===== src/rtl/s1_sequenciador_pontos.sv =====
// Score sequencer: walks the per-round error memory and deducts a
// fixed penalty per recorded error, saturating the score at zero.
module s1_sequenciador_pontos #(
  parameter int N_RODADAS  = 16,
  parameter int PONTOS_INI = 100,
  parameter int PENALIDADE = 5
) (
  input  logic       clock,
  input  logic       reset,
  input  logic       iniciar,
  input  logic [4:0] num_rodadas,
  input  logic [3:0] mem_erro_dado,
  output logic [3:0] mem_erro_addr,
  output logic       mem_erro_rd,
  output logic [6:0] pontos,
  output logic       ocupado,
  output logic       pronto,
  output logic [2:0] db_estado
);

  typedef enum logic [2:0] {
    OCIOSO  = 3'd0,
    INICIA  = 3'd1,
    LE      = 3'd2,
    ACUMULA = 3'd3,
    FIM     = 3'd4
  } estado_t;

  localparam logic [4:0]  LIM_MAX = 5'(N_RODADAS);
  localparam logic [6:0]  PTS_INI = 7'(PONTOS_INI);
  localparam logic [15:0] PEN     = 16'(PENALIDADE);

  estado_t     estado_q;
  logic [6:0]  pontos_q;
  logic [6:0]  pontos_d;
  logic [3:0]  idx_q;
  logic [4:0]  limite_q;
  logic [4:0]  limite_d;
  logic        rd_q;
  logic        ocupado_q;
  logic        pronto_q;
  logic [15:0] desconto;
  logic [15:0] pts_ext;
  logic        ultimo;

  // Wide subtraction so a large penalty can never wrap the score.
  always_comb begin
    pts_ext  = {9'd0, pontos_q};
    desconto = PEN * {12'd0, mem_erro_dado};
    pontos_d = '0;
    if (desconto < pts_ext) begin
      pontos_d = 7'(pts_ext - desconto);
    end
    limite_d = num_rodadas;
    if (num_rodadas > LIM_MAX) begin
      limite_d = LIM_MAX;
    end
    ultimo = ({1'b0, idx_q} == (limite_q - 5'd1));
  end

  always_ff @(posedge clock or negedge reset) begin
    if (!reset) begin
      estado_q  <= OCIOSO;
      pontos_q  <= PTS_INI;
      idx_q     <= '0;
      limite_q  <= '0;
      rd_q      <= 1'b0;
      ocupado_q <= 1'b0;
      pronto_q  <= 1'b0;
    end else begin
      rd_q     <= 1'b0;
      pronto_q <= 1'b0;
      unique case (estado_q)
        OCIOSO: begin
          if (iniciar) begin
            estado_q  <= INICIA;
            ocupado_q <= 1'b1;
          end
        end
        INICIA: begin
          pontos_q <= PTS_INI;
          idx_q    <= '0;
          limite_q <= limite_d;
          if (limite_d == 5'd0) begin
            estado_q  <= FIM;
            ocupado_q <= 1'b0;
            pronto_q  <= 1'b1;
          end else begin
            estado_q <= LE;
            rd_q     <= 1'b1;
          end
        end
        LE: begin
          estado_q <= ACUMULA;
        end
        ACUMULA: begin
          pontos_q <= pontos_d;
          if (ultimo) begin
            estado_q  <= FIM;
            ocupado_q <= 1'b0;
            pronto_q  <= 1'b1;
          end else begin
            idx_q    <= idx_q + 4'd1;
            estado_q <= LE;
            rd_q     <= 1'b1;
          end
        end
        FIM: begin
          estado_q <= OCIOSO;
        end
        default: begin
          estado_q  <= OCIOSO;
          ocupado_q <= 1'b0;
        end
      endcase
    end
  end

  assign mem_erro_addr = idx_q;
  assign mem_erro_rd   = rd_q;
  assign pontos        = pontos_q;
  assign ocupado       = ocupado_q;
  assign pronto        = pronto_q;
  assign db_estado     = estado_q;

endmodule


===== config.mk =====
export PLATFORM = sky130hd
export DESIGN_NAME = s1_sequenciador_pontos
export DESIGN_NICKNAME = d
export VERILOG_FILES = /design/src/rtl/s1_sequenciador_pontos.sv
export SDC_FILE = /design/constraint.sdc
export NUM_CORES = 1
export LEC_CHECK = 0
export BUFFER_PORTS_ARGS = -buffer_cell sky130_fd_sc_hd__buf_2
export CORE_MARGIN = 2
export CORE_UTILIZATION = 45
export CTS_CLUSTER_SIZE = 28
export DETAILED_ROUTE_END_ITERATION = 10
export PLACE_DENSITY = 0.67
export SYNTH_ARGS = -nofsm -noshare
export SYNTH_HDL_FRONTEND = slang
export SYNTH_SLANG_ARGS = --single-unit

===== constraint.sdc =====
create_clock -name clock -period 2.91 [get_ports clock]
set_input_delay 0.291 -clock clock [delete_from_list [all_inputs] [get_ports clock]]
set_output_delay 0.291 -clock clock [all_outputs]
set_load 0.1 [all_outputs]

======== Word level (Yosys, flattened, before mapping) ========
Index checks and enable logic that the tools add are counted.
word-level totals
  output and inout port bits .............. 17
  logic and storage cells ................. 48
  register bits ........................... 22
cells by class
  mux-type cells .......................... 19
  $lt $le $gt $ge ......................... 2
  $mul .................................... 1
  reduce and logical (&&, ||, !) cells .... 6
  $add $sub $neg .......................... 3
  bitwise gates (word level) .............. 1
  equality and inequality tests ........... 9
operators by type and width
  cell                                               number
  case mux 7 bit (2 select lines)                    1
  case mux 3 bit (4 select lines)                    1
  2-to-1 mux 3 bit                                   3
  inequality test 2 bit (second input constant)      4
  case mux 4 bit (2 select lines)                    1
  < comparator 7 bit                                 1
  multiplier 3 x 4 -> 7 bit (first input constant)   1
  2-to-1 mux 1 bit                                   7
  2-to-1 mux 7 bit                                   1
  subtractor 7 bit                                   1
  == test 3 x 2 -> 1 bit (second input constant)     2
  == test 4 x 5 -> 1 bit                             1
  > comparator 5 bit (second input constant)         1
  logical NOT 5 bit                                  1
  2-to-1 mux 5 bit                                   1
  subtractor 5 x 1 -> 5 bit (second input constant)  1
  adder 4 x 1 -> 4 bit (second input constant)       1
  2-to-1 mux 4 bit                                   1
  case mux 1 bit (2 select lines)                    2
  case mux 1 bit (4 select lines)                    1
  AND reduction 4 bit                                1
  == test 3 x 1 -> 1 bit (second input constant)     1
  == test 3 bit (second input constant)              1
  logical NOT 3 bit                                  1
  other kinds (4)                                    4

======== Depth between registers and ports, before layout ========
Gate-level depths: netlist (run 1).
  word-level depth ........................ 5
  depth in mapped cells ................... 10
  depth with buffers taken out ............ 10

======== Worst setup path after synthesis (run 1) ========
Ideal clock, no wire load.
  path kind ............................... input to register
  start point ............................. input mem_erro_dado[1]
  end point ............................... register pontos_q[4] (netlist: pontos[4])
  data arrival time ....................... 2.562 ns
  setup slack ............................. 0.238 ns
  buffers on the path ..................... 0
  cell stages on the path ................. 10
  setup time .............................. 0.110 ns
  cells stage by stage .................... ha_1 > ha_1 > fa_1 > xnor2_1 > ha_1 > nand3_1 > nor2_1 > a211oi_1 > o21ai_0 > o41ai_1
between the ends
  word-level cells in the longest chain between the ends .. 4
ends and longest elaborated chain
  what                                                    line    RTL
  start, declared                                         12      input logic [3:0] mem_erro_dado,
  multiplier 3 x 4 -> 7 bit *                             49      desconto = PEN * {12'd0, mem_erro_dado};
  subtractor 7 bit or < comparator 7 bit (tied branches)  52, 51
  2-to-1 mux 7 bit *                                      51      if (desconto < pts_ext) begin
  case mux 7 bit (2 select lines) *                       73      unique case (estado_q)
  end signal, assigned                                    97      pontos_q <= pontos_d;
  end, declared                                           34      logic [6:0] pontos_q;
Every way passes the cells marked *; elsewhere a longest branch is shown, timed or not.
A chain may end at the register's enable or synchronous reset.

======== Final worst setup path (run 1) ========
  start point ............................. input mem_erro_dado[3]
  end point ............................... register pontos_q[4] (netlist: pontos[4])
Same word-level chain as after synthesis.

==> flow_summary.yaml, run 1 <==
route:
  drt-initial-drc-count: 85
  wl_mm: 3.27
  detail_route.wl_per_cell_microns: 13.8
  vias: 1282
  ant_nets: 0
  dr.pass1.iters: 4
  drc: 0
  viasPerCell: 5.41
timing:
  fin_crit_sh_pct: 89.4
  setup-tns-final_ns: 0
  slew_viol_final: 0
  relSlewSlack_pct: 58.4
  max_freq_mhz: 384
  clock_skew_ns: 0.00572
  rsz0062_at_grt: "false"
  max_slew.worst_pin.slew_ns: 0.624
  fin_crit_ns: 2.60
  hold_violations: 0
  finalSetupViolations: 0
synthesis:
  synth_area_sq_um: 1500
  ys_async_sr_fraction_pct: 100
  ys.warnings.count: 0
  synth_enable_flop_cells: 0
  syn_nets: 188
  syn_inst: 161
  synth-seq-cells: 22
  synth_area_per_cell_sq_um: 9.29
  yosysUniqueCellTypes: 44
  ys_seq_area_share_pct: 37.0
  synth-main-ff-cell: "dfrtp_1"
floorplan:
  die_area_sq_um: 3800
  chipWidth_microns: 61.7
  coreArea_sq_um: 3100
  fp-row-count: 20
  die_h_microns: 61.7
  pin_count: 29
  start_util_pct: 48.2
min_path:
  hold_path.class: "in -> reg"
  hold_path_depth: 3
setup_path:
  cp_max_fo: 4
  arrival_ns: 2.80
  path_class: "in -> reg"
  reg2reg_depth: 7
  crit_required_ns: 3.11
  startpoint_type: "input port"
  end_kind: "flop"
final_layout:
  post-route-util_pct: 56.2
  antenna_cells: 0
  area_growth_syn_to_layout_pct: 16.6
  drive_gt1_share_pct: 22.3
  n_fill_cell: 313
  final_nets: 221
clocking:
  cts_max_level: 1
  numClockSinks: 22
  post_cts_resize_count: 0
  cts_buffers: 3
  cts_tree: "yes"
  clkLatencyLatePin_ns: 0.31
  root_buffer: "clkbuf_4"
  path_clk_slew_ns: 0.12
  cts.path.max_buffers: 2
placed_design:
  numPortBuffers: 28
  globalplace.congestion: 0.879
  hpwl_mm: 2.58
global_route:
  grt_pass1_vias: 1215
  antenna_found_initial: 0
  grt_start_max_net_pins: 23
  grt_overflow_total: 0
  grt_pass1_wl_mm: 5.51
  grtUsageTotal_pct: 19.5
status:
  status: "complete, no violations"
flow_run:
  maxCapViolCount: 0
## cell type report
| cell class | count | area [sq um] | area share [%] |
|---|---|---|---|
| multi-input combinational | 124 | 885 | 50.7 |
| sequential | 22 | 554 | 31.8 |
| timing repair buffer | 32 | 173 | 9.90 |
| tap | 44 | 55.1 | 3.16 |
| inverter | 11 | 41.3 | 2.37 |
| clock buffer | 4 | 36.3 | 2.08 |
## routing by layer
layer | vias to the layer above | wire length [microns] | share of wire [%] | global-route usage (%)
li1 | 651 | - | - | -
met1 | 612 | 1590 | 49 | 27.6
met2 | 19 | 1560 | 48 | 32.6
met3 | 0 | 113 | 3.5 | 3.99
met4 | 0 | 0 | 0 | 0.912
met5 | - | 0 | 0 | 0
## synth_stat cells (2+ instances only)
library cell / n / area share [%]
xnor2_1: 3 / 1.8
nand3b_1: 4 / 2.0
nor3b_1: 2 / 1.0
nor3_1: 5 / 1.7
o31ai_1: 3 / 1.5
fa_1: 2 / 2.7
o21ai_0: 10 / 3.3
a21o_1: 3 / 1.5
mux2_2: 2 / 1.5
clkbuf_1: 3 / 0.75
nor2b_1: 2 / 0.84
nand2_1: 17 / 4.3
a21oi_1: 6 / 2.0
inv_1: 11 / 2.8
o211ai_1: 2 / 1.0
nand3_1: 5 / 1.7
a31oi_1: 3 / 1.3
ha_1: 13 / 11
dfstp_2: 3 / 5.3
nor2_1: 14 / 3.5
dfrtp_1: 19 / 32
xor2_1: 5 / 2.9
a211oi_1: 3 / 1.5
## registers in the layout (all words and copies together), names as in the netlist
register,count
db_estado,3
limite_q,5
mem_erro_addr,4
mem_erro_rd,1
ocupado,1
pontos,7
pronto,1
## kinds of logic (layout without fill, tap and decap cells)
family                   Yosys count  after routing  synth area share, %
AND/OR/NAND/NOR                   56             56                 18.7
AO/OA/AOI/OAI                     42             42                 19.1
flip-flops                        22             22                 37.0
adder cells (fa/ha/maj)           15             15                 13.5
buffers and inverters             15             47                 3.85
XOR/XNOR                           9              9                 6.27
multiplexers                       2              2                 1.50
## per-stage QoR
stage	hold WS (ns)	setup slack [ns]	instance area [sq um]	instances
floorplan	-0.00459	0.238	1500	161
global placement	0.277	0.104	1700	232
detailed placement	0.275	-0.0300	1700	232
CTS	0.234	0.298	1740	237
global route	0.237	0.0904	1740	237
finish	0.240	0.307	1740	237
## critical path: stages
cell      delay, ns
buf_2          0.12
ha_1           0.27
ha_1           0.23
fa_1           0.38
xnor2_1        0.14
ha_1           0.32
nand3_1        0.12
nor2_1         0.08
a211oi_1       0.26
o21ai_0        0.18
o41ai_1        0.41
## cell usage in the layout (no fill, tap or decap), drive strengths merged, types with 3 or more instances in the layout
cell and count:
a211oi 3, a21o 3, a21oi 6, a31oi 3, buf 31, clkbuf 4, dfrtp 19, dfstp 3
ha 13, inv 11, nand2 17, nand3 5, nand3b 4, nor2 14, nor3 6, o21ai 10
o31ai 3, xnor2 3, xor2 5
## final timing paths
kind	from	end	slack, ns
max	mem_erro_dado[3]	pontos[4]	0.31
min	num_rodadas[0]	limite_q[0]	0.24
max reg2reg	limite_q[0]	mem_erro_addr[0]	0.80
min reg2reg	db_estado[2]	db_estado[0]	0.51
max in group asynchronous	reset	pontos[5]	2.10
min in group asynchronous	reset	mem_erro_addr[2]	0.45
## repair_timing
item                                   in CTS  in global routing
hold buffers                                1                  0
buffers inserted                            0                  0
endpoints found under the hold margin      19                  0
Power of run 1 is not shown: default switching activity piles up to over one toggle a cycle in this logic, so the estimate is an artifact.
==> run 2: changes to the inputs <==
--- a/config.mk
+++ b/config.mk
@@ -6,6 +6,7 @@
 export NUM_CORES = 1
 export LEC_CHECK = 0
 export BUFFER_PORTS_ARGS = -buffer_cell sky130_fd_sc_hd__buf_2
+export CORE_ASPECT_RATIO = 0.75
 export CORE_MARGIN = 2
 export CORE_UTILIZATION = 45
 export CTS_CLUSTER_SIZE = 28
==> run 2 against run 1 <==
  * Setup slack got worse by 0.13 ns
  * Cell area grew 0.65%
  * Clock skew rose by 0.0022 ns
  * Critical endpoint unchanged
==> flow_summary.yaml, run 2 (same netlist as run 1, synthesis figures left out) <==
final_layout:
  drive_gt1_share_pct: 22.3
  final_nets: 221
  antenna_cells: 0
  final_area_sq_um: 1760
  final_common_cell: "buf_2"
  n_fill_cell: 298
  area_growth_syn_to_layout_pct: 17.3
  fin_cells: 233
  largest_reg_flops: 7
  layout_common_cells: "28 x buf_2, 19 x dfrtp_1, 17 x nand2_1"
clocking:
  cts_tree: "yes"
  cts_max_level: 1
  root_buffer: "clkbuf_8"
  path_clk_slew_ns: 0.08
  cts_buffers: 3
  post_cts_buffers: 0
  cts.path.max_buffers: 2
  numClockSinks: 22
  clkLatencyLatePin_ns: 0.26
setup_path:
  crit_top_cell: "ha_1"
  arrival_ns: 2.88
  critPathSlowestCell: "fa_1"
  crit_family: "adder cells"
  crit_required_ns: 3.06
  path_class: "in -> reg"
  cp_max_fo: 4
  path_cells: "buf_2 -> ha_1 -> ha_1 -> fa_1 -> inv_1 -> ha_1 -> nand3_1 -> nor2_1 -> a211oi_1 -> o21ai_1 -> o41ai_2"
  startpoint_type: "input port"
  worst-path-buf-inv: 2
  slowest_delay_ns: 0.49
  end_kind: "flop"
timing:
  finalSetupViolations: 0
  slew_viol_final: 0
  rsz0062_at_grt: "false"
  relSlewSlack_pct: 56.2
  fin_crit_sh_pct: 94.0
  clock_skew_ns: 0.00787
  fin_crit_ns: 2.74
  fin_hold_ws_ns: 0.282
  hold_violations: 0
  max_slew.worst_pin.slew_ns: 0.657
  max_freq_mhz: 366
global_route:
  grt_pass1_wl_mm: 5.89
  grtUsageTotal_pct: 19.9
  grt_pass1_vias: 1199
  antenna_found_initial: 0
  grt_start_max_net_pins: 23
  grt_overflow_total: 0
placed_design:
  dpl_cell_area_sq_um: 1690
  placed_cells: 228
  numPortBuffers: 28
  hpwl_mm: 2.61
  globalplace.congestion: 0.803
floorplan:
  chipWidth_microns: 70.6
  die_area_sq_um: 3810
  die_h_microns: 53.9
  pin_count: 29
  coreArea_sq_um: 3240
  fp-row-count: 18
  start_util_pct: 46.1
min_path:
  hold_path.class: "in -> reg"
route:
  viasPerCell: 5.73
  vias: 1335
  drt-initial-drc-count: 118
  wl_mm: 3.55
  ant_nets: 0
  drc: 0
  detail_route.wl_per_cell_microns: 15.3
  dr.pass1.iters: 4
status:
  status: "complete, no violations"
flow_run:
  maxCapViolCount: 0
run 2: cell counts in the layout (fill, tap and decap cells not counted):
No cell type changed its count.
run 2: routing by layer:
metal	share of wire, %	up-vias	global-route usage [%]	routed length, microns
met5	0	-	0	0
li1	-	648	-	-
met2	46	34	30.5	1630
met4	0.73	0	3.77	26
met1	48	649	28.6	1700
met3	5.5	4	5.43	194
run 2: final timing paths:
| path | from | end | slack (ns) | cells after the start |
|---|---|---|---|---|
| worst max-delay path | mem_erro_dado[1] | pontos[4] | 0.17 | 11 |
| worst min register to register | db_estado[2] | db_estado[0] | 0.51 | 1 |
| worst max register to register | limite_q[0] | mem_erro_addr[0] | 0.80 | 7 |
| min in group asynchronous | reset | limite_q[2] | 0.52 | 2 |
| max in group asynchronous | reset | pontos[5] | 2.03 | 2 |
| worst min-delay path | num_rodadas[3] | limite_q[3] | 0.28 | 3 |
run 2: layout make-up:
class | instances | area (sq um) | area share, %
clock buffer | 4 | 45.0 | 2.57
inverter | 11 | 41.3 | 2.35
multi-input combinational | 124 | 892 | 50.8
sequential | 22 | 554 | 31.6
tap | 40 | 50.0 | 2.85
timing repair buffer | 32 | 173 | 9.84
run 2: what timing repair did:
action	4_1_cts	5_1_grt
setup endpoints to repair	0	1
resized for setup	0	2
hold buffers	1	0
hold endpoints to repair	10	0
run 2: per-stage QoR:
step | setup WS, ns | util [%] | TNS (ns)
floorplan | 0.238 | - | 0
global placement | 0.107 | 52.2 | 0
detailed placement | -0.0955 | 52.2 | -0.117
CTS | 0.181 | 53.9 | 0
global route | 0.0304 | 54.1 | 0
finish | 0.174 | 54.1 | 0
run 2: worst reg2reg max path: stages, from the launching register on:
cell	delay (ns)
dfrtp_1	0.41
inv_1	0.08
ha_1	0.17
nor3b_1	0.24
xor2_1	0.16
nor3_4	0.39
mux2_2	0.38
a22o_1	0.17
Power of run 2 is left out for the same reason.
